### src/rtl/frame_pkg.sv
// Shared frame-path constants and types for the frame store read side.
package frame_pkg;

    localparam int unsigned H_ACTIVE    = 640;
    localparam int unsigned V_ACTIVE    = 480;
    localparam int unsigned F_SIZE      = H_ACTIVE * V_ACTIVE;
    localparam int unsigned ADDR_FRAME  = 19;
    localparam int unsigned DATA_WIDTH  = 8;
    localparam int unsigned BLK         = 20;
    localparam int unsigned PAD         = 4;

    // BRAM read latency supported by the read pipeline and FLUSH counter
    localparam int unsigned RD_LAT_MAX  = 4;
    localparam int unsigned FLUSH_CNT_W = $clog2(RD_LAT_MAX);

    typedef enum logic [1:0] {
        IDLE,
        ISSUE,
        FLUSH,
        DRAIN
    } frc_state_t;

    // Per-read tag travelling alongside the BRAM access
    typedef struct packed {
        logic vld;
        logic first;
        logic last;
    } frc_tag_t;

endpackage

### src/rtl/frc_lat_pipe.sv
// READ_LAT-deep tag delay line; re-times BRAM data into the pixel stream.
module frc_lat_pipe
    import frame_pkg::*;
#(
    parameter int unsigned LAT    = 1,
    parameter int unsigned DATA_W = 8
) (
    input  logic              clk_in_100,
    input  logic              arst_n,
    input  frc_tag_t          rd_tag,
    input  logic [DATA_W-1:0] rdata,
    output logic              pix_valid,
    output logic [DATA_W-1:0] pix,
    output logic              frame_start,
    output logic              frame_end
);

    frc_tag_t tag_sr [LAT];
    frc_tag_t tap_c;

    // Stage LAT-1 lines up with the cycle the BRAM presents the data
    assign tap_c = tag_sr[LAT-1];

    always_ff @(posedge clk_in_100 or negedge arst_n) begin
        if (!arst_n) begin
            for (int i = 0; i < int'(LAT); i++) begin
                tag_sr[i] <= '0;
            end
            pix_valid   <= 1'b0;
            pix         <= '0;
            frame_start <= 1'b0;
            frame_end   <= 1'b0;
        end else begin
            tag_sr[0] <= rd_tag;
            for (int i = 1; i < int'(LAT); i++) begin
                tag_sr[i] <= tag_sr[i-1];
            end
            pix_valid   <= tap_c.vld;
            frame_start <= tap_c.vld & tap_c.first;
            frame_end   <= tap_c.vld & tap_c.last;
            if (tap_c.vld) begin
                pix <= rdata;
            end
        end
    end

endmodule

### src/rtl/frame_read_ctrl.sv
// Frame-read sequencer: one sequential BRAM sweep per accepted bank swap.
// Define FRC_TIMEOUT_EN to add the DRAIN watchdog and sticky timeout_o.
module frame_read_ctrl
    import frame_pkg::*;
#(
    parameter int unsigned F_SIZE      = frame_pkg::F_SIZE,
    parameter int unsigned ADDR_W      = ADDR_FRAME,
    parameter int unsigned DATA_W      = DATA_WIDTH,
    parameter int unsigned READ_LAT    = 1,
    parameter int unsigned TIMEOUT_CYC = 65536
) (
    input  logic              clk_in_100,
    input  logic              arst_n,
    input  logic              en_i,
    input  logic              swap_i,
    output logic [ADDR_W-1:0] addr_o,
    output logic              rd_en_o,
    input  logic [DATA_W-1:0] rdata_i,
    output logic              pix_valid_o,
    output logic [DATA_W-1:0] pix_o,
    output logic              frame_start_o,
    output logic              frame_end_o,
    input  logic              done_i,
    output logic              busy_o,
    output logic [15:0]       drop_cnt_o,
    output logic              timeout_o
);

    localparam logic [ADDR_W-1:0]      LAST_ADDR  = ADDR_W'(F_SIZE - 1);
    localparam logic [FLUSH_CNT_W-1:0] FLUSH_LAST = FLUSH_CNT_W'(READ_LAT - 1);

    if (READ_LAT < 1 || READ_LAT > RD_LAT_MAX || TIMEOUT_CYC == 0 ||
        (64'(1) << ADDR_W) < 64'(F_SIZE)) begin : g_cfg_err
        $error("frame_read_ctrl: illegal READ_LAT/ADDR_W/F_SIZE/TIMEOUT_CYC");
    end

    frc_state_t             state;
    logic                   swap_q;
    logic [FLUSH_CNT_W-1:0] flush_cnt;
    logic                   swap_rise_c;
    logic                   accept_c;
    frc_tag_t               rd_tag_c;

    assign swap_rise_c = swap_i & ~swap_q;
    assign accept_c    = swap_rise_c & en_i & (state == IDLE);

    assign rd_tag_c = '{vld:   rd_en_o,
                        first: rd_en_o && (addr_o == '0),
                        last:  rd_en_o && (addr_o == LAST_ADDR)};

`ifdef FRC_TIMEOUT_EN
    logic [31:0] to_cnt;
    logic        to_hit_c;

    assign to_hit_c = (to_cnt == 32'(TIMEOUT_CYC - 1));
`else
    assign timeout_o = 1'b0;
`endif

    always_ff @(posedge clk_in_100 or negedge arst_n) begin
        if (!arst_n) begin
            state      <= IDLE;
            swap_q     <= 1'b0;
            flush_cnt  <= '0;
            addr_o     <= '0;
            rd_en_o    <= 1'b0;
            busy_o     <= 1'b0;
            drop_cnt_o <= '0;
`ifdef FRC_TIMEOUT_EN
            to_cnt     <= '0;
            timeout_o  <= 1'b0;
`endif
        end else begin
            swap_q <= swap_i;

            // Any rising swap that does not start a frame is a drop
            if (swap_rise_c && !accept_c && drop_cnt_o != 16'hFFFF) begin
                drop_cnt_o <= drop_cnt_o + 16'd1;
            end

            case (state)
                IDLE: begin
                    if (accept_c) begin
                        state   <= ISSUE;
                        addr_o  <= '0;
                        rd_en_o <= 1'b1;
                        busy_o  <= 1'b1;
                    end
                end
                ISSUE: begin
                    if (addr_o == LAST_ADDR) begin
                        state     <= FLUSH;
                        rd_en_o   <= 1'b0;
                        flush_cnt <= '0;
                    end else begin
                        addr_o <= addr_o + ADDR_W'(1);
                    end
                end
                FLUSH: begin
                    if (flush_cnt == FLUSH_LAST) begin
                        state  <= DRAIN;
`ifdef FRC_TIMEOUT_EN
                        to_cnt <= '0;
`endif
                    end else begin
                        flush_cnt <= flush_cnt + FLUSH_CNT_W'(1);
                    end
                end
                DRAIN: begin
                    if (done_i) begin
                        state  <= IDLE;
                        busy_o <= 1'b0;
                    end
`ifdef FRC_TIMEOUT_EN
                    else if (to_hit_c) begin
                        state     <= IDLE;
                        busy_o    <= 1'b0;
                        timeout_o <= 1'b1;
                        to_cnt    <= '0;
                    end else begin
                        to_cnt <= to_cnt + 32'd1;
                    end
`endif
                end
                default: begin
                    state  <= IDLE;
                    busy_o <= 1'b0;
                end
            endcase
        end
    end

    frc_lat_pipe #(
        .LAT    (READ_LAT),
        .DATA_W (DATA_W)
    ) u_lat_pipe (
        .clk_in_100  (clk_in_100),
        .arst_n      (arst_n),
        .rd_tag      (rd_tag_c),
        .rdata       (rdata_i),
        .pix_valid   (pix_valid_o),
        .pix         (pix_o),
        .frame_start (frame_start_o),
        .frame_end   (frame_end_o)
    );

endmodule

### config.mk
export PLATFORM = sky130hd
export DESIGN_NAME = frame_read_ctrl
export DESIGN_NICKNAME = d
export VERILOG_FILES = /design/src/rtl/frame_pkg.sv /design/src/rtl/frc_lat_pipe.sv /design/src/rtl/frame_read_ctrl.sv
export SDC_FILE = /design/constraint.sdc
export NUM_CORES = 1
export LEC_CHECK = 0
export CORE_MARGIN = 2
export CORE_UTILIZATION = 55
export CTS_CLUSTER_SIZE = 14
export DETAILED_ROUTE_END_ITERATION = 8
export PLACE_DENSITY = 0.85
export SLEW_MARGIN = 0
export SYNTH_ARGS = -nofsm -noshare
export SYNTH_HDL_FRONTEND = slang
export SYNTH_SLANG_ARGS = --single-unit
### constraint.sdc
create_clock -name clk_in_100 -period 3.75 [get_ports clk_in_100]
set_input_delay 0.75 -clock clk_in_100 [delete_from_list [all_inputs] [get_ports clk_in_100]]
set_output_delay 0.75 -clock clk_in_100 [all_outputs]
set_load 0.02 [all_outputs]
==> impl_metrics.py, run 1 <==
metrics = {
    "outcome": {
        "outcome": "finished, final reports clean",
    },
    "yosys": {
        "synthCells": 285,
        "yosys_warnings": 0,
        "ys_seq_elements": 56,
        "synth_top_area_cell": "dfrtp_1",
        "synth-simple-area-share": 0.220,
        "synth.area.top_cells": "dfrtp_1, mux2_2, nand2_1",
        "synth.area.mux_share": 0.0732,
        "synth.avg_cell_area_um2": 10.4,
        "synthFlopType": "dfrtp_1",
        "syn_nets": 306,
        "ys_seq_area_frac": 0.474,
        "synth_top_family_by_area": "simple AND/OR/NAND/NOR gates",
        "netlist.area_leader.share": 0.474,
        "synth-xor-area-share": 0.0326,
        "async_flop_share": 1.00,
        "syn-cell-area_um2": 2960,
        "synth_fa_ha_area_frac": 0.0338,
        "ys_types": 58,
        "synth_edf_count": 0,
        "synth-compound-area-share": 0.127,
    },
    "routing": {
        "drt_iter0_drc": 199,
        "vias": 2499,
        "vias_per_cell": 6.04,
        "routed_wl_um": 7240,
        "ant_nets": 0,
        "drc": 0,
        "first_pass_iters": 4,
        "drt-wirelength-per-cell_um": 17.5,
    },
    "final_layout": {
        "final_common_cell": "clkdlybuf4s50_1",
        "final_util": 0.723,
        "area_delta_synth_final_pct": 25.5,
        "drive_gt1_frac": 0.122,
        "final_cell_mix": "clkdlybuf4s50_1, dfrtp_1, nand2_1",
        "num-fill-cells": 394,
        "diodes": 0,
        "nNetsFinal": 365,
    },
    "global_route": {
        "grt-busiest-layer": "met2",
        "track_usage": 0.252,
        "grt-ovfl-total": 0,
        "grt_util_met1": 0.314,
        "grt_pass1_vias": 2402,
        "grt_first_pass_wirelength_um": 12000,
        "use_met3": 0.0570,
        "use_met2": 0.443,
        "grt_antenna_before_repair": 0,
        "grt_max_degree": 42,
    },
    "floorplan": {
        "pin_count": 62,
        "rows": 26,
        "dieArea_um2": 5980,
        "core_area_um2": 5140,
        "die_w_um": 77.4,
        "initial_utilization": 0.576,
        "dieHeight_um": 77.4,
    },
    "cts": {
        "cts_buffer_depth": 2,
        "cts_buffers": 5,
        "htreeDepth": 2,
        "clk-insertion-delay-late_ns": 0.31,
        "cts_tree": "built",
        "clk_pin_slew_ns": 0.10,
        "holdBufCountCts": 0,
        "clkSinkCount": 56,
        "cts_root_buffer": "clkbuf_8",
        "post_cts_resized": 0,
        "post_cts_buffers": 0,
    },
    "placement": {
        "globalplace.congestion": 0.923,
        "port-buffer-count": 60,
        "post-dp-hpwl_um": 5080,
    },
    "timing": {
        "period_share": 0.657,
        "slew_viol_final": 0,
        "relSlewSlack": 0.394,
        "fin_setup_tns_ns": 0,
        "rsz0062_at_grt": "no",
        "setup_violations": 0,
        "fmax_mhz": 406,
        "hold_viol": 0,
        "min_period_ns": 2.46,
        "worstMarginPinSlew_ns": 0.909,
        "finClkSkew_ns": 0.00587,
    },
    "setup_path": {
        "critPathKind": "in -> reg",
        "cp_max_fo": 4,
        "endpoint": "drop_cnt_o[8]",
        "critPathSlowestCell": "or4b_2",
        "crit_chain": "clkdlybuf4s50_1 -> nor2b_1 -> nand4_1 -> or4b_2 -> xnor2_1",
        "critPathLaunchType": "input pin",
        "rrSetupSlack_ns": 1.44,
        "cp_num_buf_inv": 1,
        "reg2reg_from": "state[1]",
        "r2r_cells": 6,
        "rr_endpoint": "addr_o[3]",
        "cp.depth": 5,
        "cp.required_ns": 3.95,
        "worstPathArrival_ns": 2.66,
        "critPathLaunch": "swap_i",
        "cp_top_family": "simple AND/OR/NAND/NOR gates",
        "worst_path_largest_cell_delay_ns": 0.71,
        "crit_path_end_kind": "register",
    },
    "power": {
        "p_leak_nw": 1.60,
        "irDropWorstVdd_mv": 0.240,
        "power_density_nw_per_um2": 360,
    },
    "job": {
        "drv_cap": 0,
    },
    "min_path": {
        "min_path_type": "reg -> reg",
    },
}
-- routing by layer --
metal	vias up	share of wire
li1	1147	-
met4	0	0.019
met5	-	0
met1	1221	0.40
met2	114	0.51
met3	17	0.070
-- metrics by stage --
stage / instances / area [µm²] / total power, mW / hold slack [ns] / worst slack (ns)
finish: 414 / 3710 / 1.34 / 0.487 / 1.29
global route: 414 / 3710 / 1.39 / 0.517 / 1.21
CTS: 414 / 3710 / 1.34 / 0.487 / 1.31
detailed placement: 407 / 3590 / 0.891 / 0.446 / 0.980
global placement: 407 / 3590 / 0.874 / 0.431 / 1.15
floorplan: 285 / 2960 / 0.773 / 0.352 / 1.68
-- cells by family (layout without fill, tap and decap cells) --
group	count (synthesis)	in the layout
compound gates	54	54
xor+xnor	11	11
fa+ha+maj	8	8
buf+inv	20	79
flops	56	56
mux	19	19
other cells	1	1
simple gates	116	116
-- cell usage after synthesis (7+ instances only) --
cell type and n:
a22o_1 7, nand2_1 31, ha_1 8, nand3_1 13, dfrtp_1 56, mux2_2 17
nor2_1 22, inv_1 9, o21ai_0 7, a21oi_1 16
-- power by group --
group	internal [mW]	total, mW	switching [mW]
clock network	0.263	0.455	0.192
logic	0.0962	0.196	0.0996
registers	0.636	0.686	0.0500
total	0.995	1.34	0.342
-- worst min-delay path by stage --
stage	startpoint	end	slack [ns]	cells past startpoint
final	u_lat_pipe.tag_sr[1]	u_lat_pipe.frame_start	0.49	1
after global routing	u_lat_pipe.tag_sr[0]	u_lat_pipe.frame_end	0.52	1
after CTS	u_lat_pipe.tag_sr[1]	u_lat_pipe.frame_start	0.49	1
after detailed placement	u_lat_pipe.tag_sr[1]	u_lat_pipe.frame_start	0.45	1
after global placement	u_lat_pipe.tag_sr[1]	u_lat_pipe.frame_start	0.43	1
after floorplan	u_lat_pipe.tag_sr[2]	u_lat_pipe.pix_valid	0.35	0
-- flip-flops by register name, summed over array words and instances (netlist names) --
name and flops:
addr_o 19, drop_cnt_o 16, u_lat_pipe.pix 8, u_lat_pipe.tag_sr 3, flush_cnt 2, state 2, busy_o 1, rd_en_o 1
swap_q 1, u_lat_pipe.frame_end 1, u_lat_pipe.frame_start 1, u_lat_pipe.pix_valid 1
-- cell type report --
| type | count | area (µm²) | share of cell area |
|---|---|---|---|
| Clock buffer | 5 | 68.8 | 0.0185 |
| Tap cell | 70 | 87.6 | 0.0236 |
| Inverter | 9 | 33.8 | 0.00909 |
| Clock inverter | 2 | 60.1 | 0.0162 |
| Sequential cell | 56 | 1400 | 0.377 |
| Multi-Input combinational cell | 209 | 1450 | 0.389 |
| Timing Repair Buffer | 63 | 618 | 0.166 |
-- worst reg2reg max path, delay by kind of cell (launching register included) --
family / cells / cell delay (ns)
AOI/OAI and AO/OA: 2 / 0.69
adders and majority gates: 1 / 0.52
buffers and inverters: 2 / 0.43
DFF: 1 / 0.43
and+or+nand+nor: 1 / 0.12
(Power assumes the default switching activity.)
==> run 2: changes to the inputs <==
- CORE_UTILIZATION: 55 -> 51
- PLACE_DENSITY: 0.85 -> 0.8
- clock period: 3.75 -> 2.3 ns (I/O delays scaled with it)
==> run 2 against run 1 <==
Compared with the run above:
- combinational power grew 57%
- sequential cell count unchanged
- setup slack worse by 1.1 ns
- core utilization down 5.1 points
- clock-buffer cell count rose by 1
- clock power rose by 18%
- die area is 7.4% higher
- global-route usage fell by 4.7 points
==> impl_metrics.py, run 2 (synthesis results as in run 1) <==
metrics = {
    "power": {
        "irDropWorstVdd_mv": 0.390,
        "power_mw": 1.95,
        "p_leak_nw": 1.61,
        "power_density_nw_per_um2": 524,
    },
    "setup_path": {
        "r2r_cells": 8,
        "crit_path_end_kind": "register",
        "critPathKind": "reg -> reg",
        "cp_max_fo": 17,
        "reg2reg_from": "state[1]",
        "worstPathArrival_ns": 2.28,
        "critPathLaunchType": "register",
        "cp.required_ns": 2.50,
        "rr_endpoint": "addr_o[2]",
        "rrSetupSlack_ns": 0.22,
    },
    "final_layout": {
        "seqCellArea_um2": 1400,
        "largest-register": "addr_o",
        "diodes": 0,
        "area_delta_synth_final_pct": 25.8,
        "reg_top3": "addr_o x19, drop_cnt_o x16, u_lat_pipe.pix x8",
        "largest_reg_flops": 19,
        "final_common_cell": "clkdlybuf4s50_1",
        "multi_input_area_um2": 1450,
        "nNetsFinal": 371,
        "drive_gt1_frac": 0.137,
        "final_cell_mix": "clkdlybuf4s50_1, dfrtp_1, nand2_1",
        "num-fill-cells": 449,
    },
    "global_route": {
        "use_met2": 0.330,
        "track_usage": 0.205,
        "grt_pass1_vias": 2300,
        "grt_first_pass_wirelength_um": 10500,
        "grt-busiest-layer": "met2",
        "grt-ovfl-total": 0,
        "grt_antenna_before_repair": 0,
        "use_met3": 0.0416,
        "grt_util_met1": 0.282,
        "grt_max_degree": 57,
    },
    "cts": {
        "clk_pin_slew_ns": 0.10,
        "cts_tree": "built",
        "cts_root_buffer": "clkbuf_8",
        "clkSinkCount": 56,
        "clk-insertion-delay-late_ns": 0.31,
        "cts_buffers": 5,
        "post_cts_resized": 0,
        "holdBufCountCts": 0,
        "htreeDepth": 2,
        "cts_buffer_depth": 2,
        "post_cts_buffers": 0,
    },
    "timing": {
        "finClkSkew_ns": 0.00926,
        "fin_ws_ns": 0.223,
        "slew_viol_final": 0,
        "fin_setup_tns_ns": 0,
        "setup_violations": 0,
        "relSlewSlack": 0.539,
        "fmax_mhz": 482,
        "rsz0062_at_grt": "no",
        "period_share": 0.903,
        "hold_viol": 0,
        "min_period_ns": 2.08,
        "worstMarginPinSlew_ns": 0.692,
    },
    "floorplan": {
        "rows": 27,
        "pin_count": 62,
        "core_area_um2": 5540,
        "die_w_um": 80.2,
        "initial_utilization": 0.534,
        "dieHeight_um": 80.2,
        "dieArea_um2": 6430,
    },
    "routing": {
        "vias_per_cell": 5.71,
        "vias": 2415,
        "ant_nets": 0,
        "drt_iter0_drc": 154,
        "routed_wl_um": 6330,
        "drc": 0,
        "first_pass_iters": 4,
        "drt-wirelength-per-cell_um": 15.0,
    },
    "placement": {
        "port-buffer-count": 60,
        "post-dp-hpwl_um": 4460,
        "place_ws_ns": 0.0654,
        "globalplace.congestion": 0.851,
    },
    "min_path": {
        "min_path_type": "in -> async",
    },
    "job": {
        "drv_cap": 0,
    },
    "outcome": {
        "outcome": "finished, final reports clean",
    },
}
-- run 2: changes by cell type in the layout (fill, tap and decap cells not counted) --
cell,delta
clkinvlp_4,+1
clkinv_4,+1
buf_4,+6
clkbuf_1,+1
bufinv_16,-2
-- run 2: area by class of cell --
cell class / instances / area share
Inverter: 9 / 0.00908
Clock inverter: 2 / 0.00437
Tap cell: 72 / 0.0242
Multi-Input combinational cell: 209 / 0.388
Timing Repair Buffer: 69 / 0.178
Clock buffer: 6 / 0.0195
Sequential cell: 56 / 0.376
-- run 2: worst max path at each step --
stage              start             to  depth (start not counted)
6_report        state[1]      addr_o[2]                          8
5_1_grt         state[0]      addr_o[2]                          8
4_1_cts        addr_o[1]       state[1]                          6
3_5_place_dp      swap_i  drop_cnt_o[8]                          5
3_3_place_gp      swap_i  drop_cnt_o[8]                          5
2_1_floorplan  addr_o[1]     addr_o[14]                          6
-- run 2: through the flow --
stage	instance area, µm²	instances	hold slack [ns]	util
CTS	3720	423	0.296	0.672
detailed placement	3630	415	0.441	0.656
floorplan	2960	285	0.164	-
global route	3720	423	0.319	0.672
global placement	3630	415	0.439	0.656
finish	3720	423	0.273	0.672
-- run 2: report_power, final --
part           total (mW)  leakage, nW  switching [mW]  internal (mW)
registers            1.10        0.744          0.0662           1.04
clock network       0.538       0.0414           0.321          0.217
logic               0.308        0.825           0.151          0.158
total                1.95         1.61           0.537           1.41
-- run 2: critical path, stage by stage, from the launching register on --
cell	delay [ns]
dfrtp_1	0.42
inv_1	0.08
ha_1	0.28
and4b_1	0.29
a21oi_1	0.13
buf_4	0.24
a21oi_1	0.10
and4b_1	0.20
a211o_1	0.22
-- run 2: routing by layer --
layer | vias up | share of wire
met5 | - | 0
li1 | 1167 | -
met2 | 72 | 0.46
met4 | 0 | 0.0092
met3 | 6 | 0.063
met1 | 1170 | 0.47
